### config.mk
export PLATFORM = sky130hd
export DESIGN_NAME = cmd_seq_fsm
export DESIGN_NICKNAME = d
export VERILOG_FILES = /design/src/rtl/cmd_seq_pkg.sv /design/src/rtl/cmd_seq_cnt.sv /design/src/rtl/cmd_seq_fsm.sv
export SDC_FILE = /design/constraint.sdc
export NUM_CORES = 1
export LEC_CHECK = 0
export ABC_AREA = 1
export BUFFER_PORTS_ARGS = -buffer_cell sky130_fd_sc_hd__buf_4
export CORE_MARGIN = 8
export CORE_UTILIZATION = 45
export DETAILED_ROUTE_END_ITERATION = 16
export HOLD_SLACK_MARGIN = 0.1
export PLACE_DENSITY_LB_ADDON = 0.2
export SYNTH_ARGS = -nofsm -noshare
export SYNTH_HDL_FRONTEND = slang
export SYNTH_HIERARCHICAL = 1
export SYNTH_SLANG_ARGS = --single-unit
### constraint.sdc
create_clock -name clk -period 3 [get_ports clk]
set_input_delay 0.3 -clock clk [delete_from_list [all_inputs] [get_ports clk]]
set_output_delay 0.3 -clock clk [all_outputs]
set_load 0.05 [all_outputs]
### src/rtl/cmd_seq_pkg.sv
// Shared state encoding and default configuration for the command sequencer.
package cmd_seq_pkg;

  typedef enum logic [1:0] {
    S_IDLE = 2'd0,
    S_RUN  = 2'd1,
    S_DONE = 2'd2
  } state_e;

  localparam logic [7:0]  DEF_IDLE_CMD = 8'h00;
  localparam logic [63:0] DEF_THRESH   = {16'd4095, 16'd255, 16'd15, 16'd7};
  localparam logic [31:0] DEF_CMD_CODE = {8'hFF, 8'h40, 8'h20, 8'h80};

endpackage

### src/rtl/cmd_seq_cnt.sv
// Run counter: synchronous clear has priority over enable; no wrap handling needed.
module cmd_seq_cnt #(
  parameter int CNT_W = 16
) (
  input  logic             clk,
  input  logic             nReset,
  input  logic             clr_i,
  input  logic             en_i,
  output logic [CNT_W-1:0] cnt_o
);

  logic [CNT_W-1:0] cnt_q;
  logic [CNT_W-1:0] cnt_d;

  always_comb begin
    cnt_d = cnt_q;
    if (clr_i) begin
      cnt_d = '0;
    end else if (en_i) begin
      cnt_d = cnt_q + CNT_W'(1);
    end
  end

  always_ff @(posedge clk or negedge nReset) begin
    if (!nReset) begin
      cnt_q <= '0;
    end else begin
      cnt_q <= cnt_d;
    end
  end

  assign cnt_o = cnt_q;

endmodule

### src/rtl/cmd_seq_fsm.sv
// Multi-phase command sequencer: steps phases on threshold crossings, one-cycle start latency.
// pause freezes counter/phase/command; abort returns to IDLE with top priority.
module cmd_seq_fsm
  import cmd_seq_pkg::*;
#(
  parameter int                CNT_W    = 16,
  parameter int                CMD_W    = 8,
  parameter int                N_STAGES = 4,
  parameter logic [CMD_W-1:0]  IDLE_CMD = CMD_W'(DEF_IDLE_CMD),
  localparam int               PH_W     = $clog2(N_STAGES)
) (
  input  logic                      clk,
  input  logic                      nReset,
  input  logic                      start,
  input  logic                      pause,
  input  logic                      abort,
  input  logic                      loop_mode,
  input  logic [N_STAGES*CNT_W-1:0] thresh,
  input  logic [N_STAGES*CMD_W-1:0] cmd_code,
  output logic [CMD_W-1:0]          cmd_type,
  output logic                      cmd_valid,
  output logic [N_STAGES-1:0]       stage,
  output logic [PH_W-1:0]           phase,
  output logic [CNT_W-1:0]          clk_cnt,
  output logic                      busy,
  output logic                      done,
  output logic                      cfg_err
);

  localparam logic [PH_W-1:0] LAST_PH = PH_W'(N_STAGES - 1);

  state_e                    state_q, state_d;
  logic [PH_W-1:0]           phase_q, phase_d;
  logic [CMD_W-1:0]          cmd_q, cmd_d;
  logic                      vld_q, vld_d;
  logic                      busy_q, busy_d;
  logic                      done_q, done_d;
  logic                      err_q, err_d;
  logic [N_STAGES*CNT_W-1:0] thresh_q, thresh_d;
  logic [N_STAGES*CMD_W-1:0] code_q, code_d;
  logic                      cnt_clr, cnt_en;
  logic                      cfg_ok;
  logic [PH_W-1:0]           phase_inc;

  cmd_seq_cnt #(.CNT_W(CNT_W)) u_cnt (
    .clk    (clk),
    .nReset (nReset),
    .clr_i  (cnt_clr),
    .en_i   (cnt_en),
    .cnt_o  (clk_cnt)
  );

  // Last threshold must stay below all-ones so the counter always crosses it before wrapping.
  always_comb begin
    cfg_ok = (thresh[(N_STAGES-1)*CNT_W +: CNT_W] != {CNT_W{1'b1}});
    for (int k = 1; k < N_STAGES; k++) begin
      if (thresh[k*CNT_W +: CNT_W] <= thresh[(k-1)*CNT_W +: CNT_W]) begin
        cfg_ok = 1'b0;
      end
    end
  end

  always_comb begin
    stage = '0;
    for (int k = 0; k < N_STAGES; k++) begin
      stage[k] = (clk_cnt > thresh_q[k*CNT_W +: CNT_W]);
    end
  end

  assign phase_inc = phase_q + PH_W'(1);

  always_comb begin
    state_d  = state_q;
    phase_d  = phase_q;
    cmd_d    = cmd_q;
    vld_d    = vld_q;
    busy_d   = busy_q;
    done_d   = 1'b0;
    err_d    = 1'b0;
    thresh_d = thresh_q;
    code_d   = code_q;
    cnt_clr  = 1'b0;
    cnt_en   = 1'b0;

    unique case (state_q)
      S_IDLE: begin
        if (start && !abort) begin
          thresh_d = thresh;
          code_d   = cmd_code;
          if (cfg_ok) begin
            state_d = S_RUN;
            cnt_clr = 1'b1;
            phase_d = '0;
            cmd_d   = cmd_code[CMD_W-1:0];
            vld_d   = 1'b1;
            busy_d  = 1'b1;
          end else begin
            err_d = 1'b1;
          end
        end
      end

      S_RUN: begin
        if (abort) begin
          state_d = S_IDLE;
          cnt_clr = 1'b1;
          phase_d = '0;
          cmd_d   = IDLE_CMD;
          vld_d   = 1'b0;
          busy_d  = 1'b0;
        end else if (!pause) begin
          // Finishing freezes the counter so IDLE shows the crossing value.
          if (phase_q == LAST_PH && stage[N_STAGES-1]) begin
            state_d = S_DONE;
            done_d  = 1'b1;
            vld_d   = 1'b0;
            cmd_d   = IDLE_CMD;
          end else begin
            cnt_en = 1'b1;
            if (phase_q != LAST_PH && stage[phase_q]) begin
              phase_d = phase_inc;
              cmd_d   = code_q[int'(phase_inc)*CMD_W +: CMD_W];
            end
          end
        end
      end

      S_DONE: begin
        if (abort) begin
          state_d = S_IDLE;
          cnt_clr = 1'b1;
          phase_d = '0;
          cmd_d   = IDLE_CMD;
          busy_d  = 1'b0;
        end else if (loop_mode) begin
          state_d = S_RUN;
          cnt_clr = 1'b1;
          phase_d = '0;
          cmd_d   = code_q[CMD_W-1:0];
          vld_d   = 1'b1;
        end else begin
          state_d = S_IDLE;
          busy_d  = 1'b0;
        end
      end

      default: begin
        state_d = S_IDLE;
      end
    endcase
  end

  always_ff @(posedge clk or negedge nReset) begin
    if (!nReset) begin
      state_q  <= S_IDLE;
      phase_q  <= '0;
      cmd_q    <= IDLE_CMD;
      vld_q    <= 1'b0;
      busy_q   <= 1'b0;
      done_q   <= 1'b0;
      err_q    <= 1'b0;
      thresh_q <= '0;
      code_q   <= '0;
    end else begin
      state_q  <= state_d;
      phase_q  <= phase_d;
      cmd_q    <= cmd_d;
      vld_q    <= vld_d;
      busy_q   <= busy_d;
      done_q   <= done_d;
      err_q    <= err_d;
      thresh_q <= thresh_d;
      code_q   <= code_d;
    end
  end

  assign cmd_type  = cmd_q;
  assign cmd_valid = vld_q;
  assign phase     = phase_q;
  assign busy      = busy_q;
  assign done      = done_q;
  assign cfg_err   = err_q;

endmodule

==> metrics.txt <==
Slowest-stage cell, CP=dlygate4sd3_1; clock-pin slew on the worst setup and hold paths=0.06 ns; area grow syn2layout=29.5%; largest net degree at the start of global routing=149; Syn Inst Count=roughly 1200; Skew-Pair Late Insertion Delay=~0.43 ns; DRT Pass-1 Iters=7; number of clock sinks=~130; DR WL/cell=approximately 15 µm; Die Y=approximately 160 µm; DP HPWL=18800 µm; post-route ant nets=0; Worst Max-Slew Pin Slew=~0.96 ns; # Max-Cap Violations=0; root buffer cell=clkbuf_16; Initial DRC Count=between 500 and 600; Mapped Area=between 8000 and 9000 µm²; Post-synth EDFFs=0; Distinct cells, synth=35; Synth Warn #=6; first-pass GRT wire length=a little over 40000 µm; Pwr Density=approximately 750 nW/µm²; Critical Path, Cell by Cell=dlygate4sd3_1 -> buf_4 -> inv_1 -> ha_1 -> nand2_1 -> nor2_1 -> and2_1 -> nand2_1 -> nand2_1 -> nor2_2 -> nand2_2 -> nor2_1 -> nand2_1 -> a21oi_1 -> buf_4 -> nor2_2 -> nor2_4 -> nand3_2 -> nor2_1 -> nand2_1 -> nand2_1 -> nor2_1; min Tclk post-route=between 2 and 3 ns; H-tree depth=4; GRT Util Overall=0.215; syn_nets=roughly 1400; Setup violations, final=0; Req. time, crit path=between 3 and 4 ns; launch point of the worst path=thresh[1]; share of layout cells above drive strength 1=0.156; Post-Route WL=between 20000 and 30000 µm; Vias/cell=4.98; worst r2r src=u_cnt/cnt_o[15]; setup ws final=just under 0.2 ns; leading area contributor after synthesis=dfrtp_1; most frequent cell on the critical path=nand2_1; Post-synth ARST share=1.00; pre-CTS setup slack=around 0.24 ns; Initial Utilization=0.453; CP max stage delay=roughly 0.55 ns; die span in x=~160 µm; register area share after synthesis=0.367; Final period util=0.935; routability cong.=between 0.8 and 0.9; IO Port Bufs=approximately 140; Data arrival, critical path=around 3.1 ns; Setup CP Type=in2reg; CP max FO=5; Synth Register Bits=between 100 and 150; CTS max path bufs=2; most common cell in the synthesized netlist=nand2_1; Die ar.=24100 µm²; Hold Slack=approximately 0.11 ns; CP top delay family=simple AND/OR/NAND/NOR gates; Hold Fails Final Rpt=0; Slew Limit Fails=0; Fillers=approximately 1800; top cells by count, synth=nand2_1 (333), inv_1 (186), dfrtp_1 (128), ha_1 (118), o21ai_0 (107); Synth area leaders=dfrtp_1 (37%), ha_1 (17%), nand2_1 (14%); register area=about 3200 µm²; Worst Path Buf+Inv=4; Lkg Pwr=a little over 6 nW; run status=finished clean; skew final=0.00824 ns; multi-input logic area=between 4000 and 5000 µm²; total power=~8.5 mW; Hold Path Origin=thresh[3]; I/O pin cnt=roughly 140; drt drc=0; peak supply drop=approximately 0.42 mV; number of global-route vias before repair=8123; detailed-route via count=~8200; R2R depth=16; total CTS buffers=17; post-synth top area share=0.367; RSZ-0062 raised after global routing=true; crit path capture type=register; Avg Cell Area, Syn=roughly 7.4 µm²; antenna violations before repair=0; WHS Path Cells=3; n_diodes=0; critical path depth=22; Final nets=between 1500 and 2000; TNS Setup=0 ns; achievable clock frequency=about 0.36 GHz; worst min path class=in2reg; predominant post-synthesis flop cell=dfrtp_1; crit path launch type=primary input; grt ovf=0; core footprint=a little under 20000 µm²; CTS tree=done; Rel. slew slack=0.357; FP Rows=51
final cells by class:
type	count	area share
multi-input cells	831	0.417
flip-flops and latches	128	0.283
repair buffers	208	0.152
inverters	189	0.0627
clock buffers	19	0.0400
well taps	265	0.0293
clock inverters	13	0.0164
report_power, final:
part,switching (mW),leakage (nW),internal [mW]
sequential,0.295,1.62,2.44
clock,0.810,0.298,1.43
combinational,2.27,4.19,1.24
what timing repair did:
action	in CTS	in global routing
endpoints found under the hold margin	81	0
hold buffers	52	0
setup endpoints to repair	0	6
gates resized for setup	0	2
buffers inserted	0	0
worst min-delay path, stage by stage:
cell     delay (ns)
buf_4          0.08
nand2_1        0.04
o21ai_0        0.07
per-layer routing:
layer | part of all wire | global-route usage
met4 | 0.016 | 0.0619
met1 | 0.47 | 0.292
met3 | 0.060 | 0.0488
met2 | 0.46 | 0.337
met5 | 0 | 0
sequential cells by signal (all words and copies together), names as in the netlist:
name         count
thresh_q        64
cfg_err          1
phase            2
state_q          2
cmd_type         8
done             1
u_cnt/cnt_o     16
busy             1
cmd_valid        1
code_q          32
final timing paths:
kind | to | slack [ns]
max reg2reg | u_cnt/cnt_o[10] | 0.24
max | u_cnt/cnt_o[10] | 0.20
min reg2reg | code_q[16] | 0.47
min in group asynchronous | thresh_q[61] | 0.38
max in group asynchronous | thresh_q[3] | 1.83
min | thresh_q[3] | 0.11
logic make-up (layout without fill, tap and decap cells):
group                    count (synthesis)  count (layout)  share of synthesized area
XOR/XNOR                                 1               1                    0.00100
AO/OA/AOI/OAI                          213             213                      0.127
AND/OR/NAND/NOR                        499             499                      0.241
flip-flops                             128             128                      0.367
adder cells (fa/ha/maj)                118             118                      0.169
buffers and inverters                  216             429                     0.0951
metrics by stage:
| step | area, µm² | utilization | instances |
|---|---|---|---|
| after floorplan | 8730 | - | 1175 |
| after global placement | 10100 | 0.526 | 1569 |
| after detailed placement | 10100 | 0.526 | 1569 |
| after CTS | 11300 | 0.586 | 1653 |
| after global routing | 11300 | 0.587 | 1653 |
| final | 11300 | 0.587 | 1653 |
cells in the final DEF, fill, tap and decap left out, types with 3 or more instances in the layout:
cell type / count
bufinv_16: 4
nand3_1: 42
ha_1: 118
inv_2: 3
nor2_2: 6
inv_1: 186
o21a_1: 4
buf_4: 154
dfrtp_1: 128
dlygate4sd3_1: 52
clkbuf_16: 17
nand2_1: 333
nand2_4: 3
nand2_2: 6
nor2_1: 79
a21oi_1: 87
nor2_4: 3
a21boi_0: 4
o21ai_1: 3
o21ai_0: 107
clkinvlp_4: 5
nand4_1: 16
No activity file was read; power rests on OpenSTA's default activity.
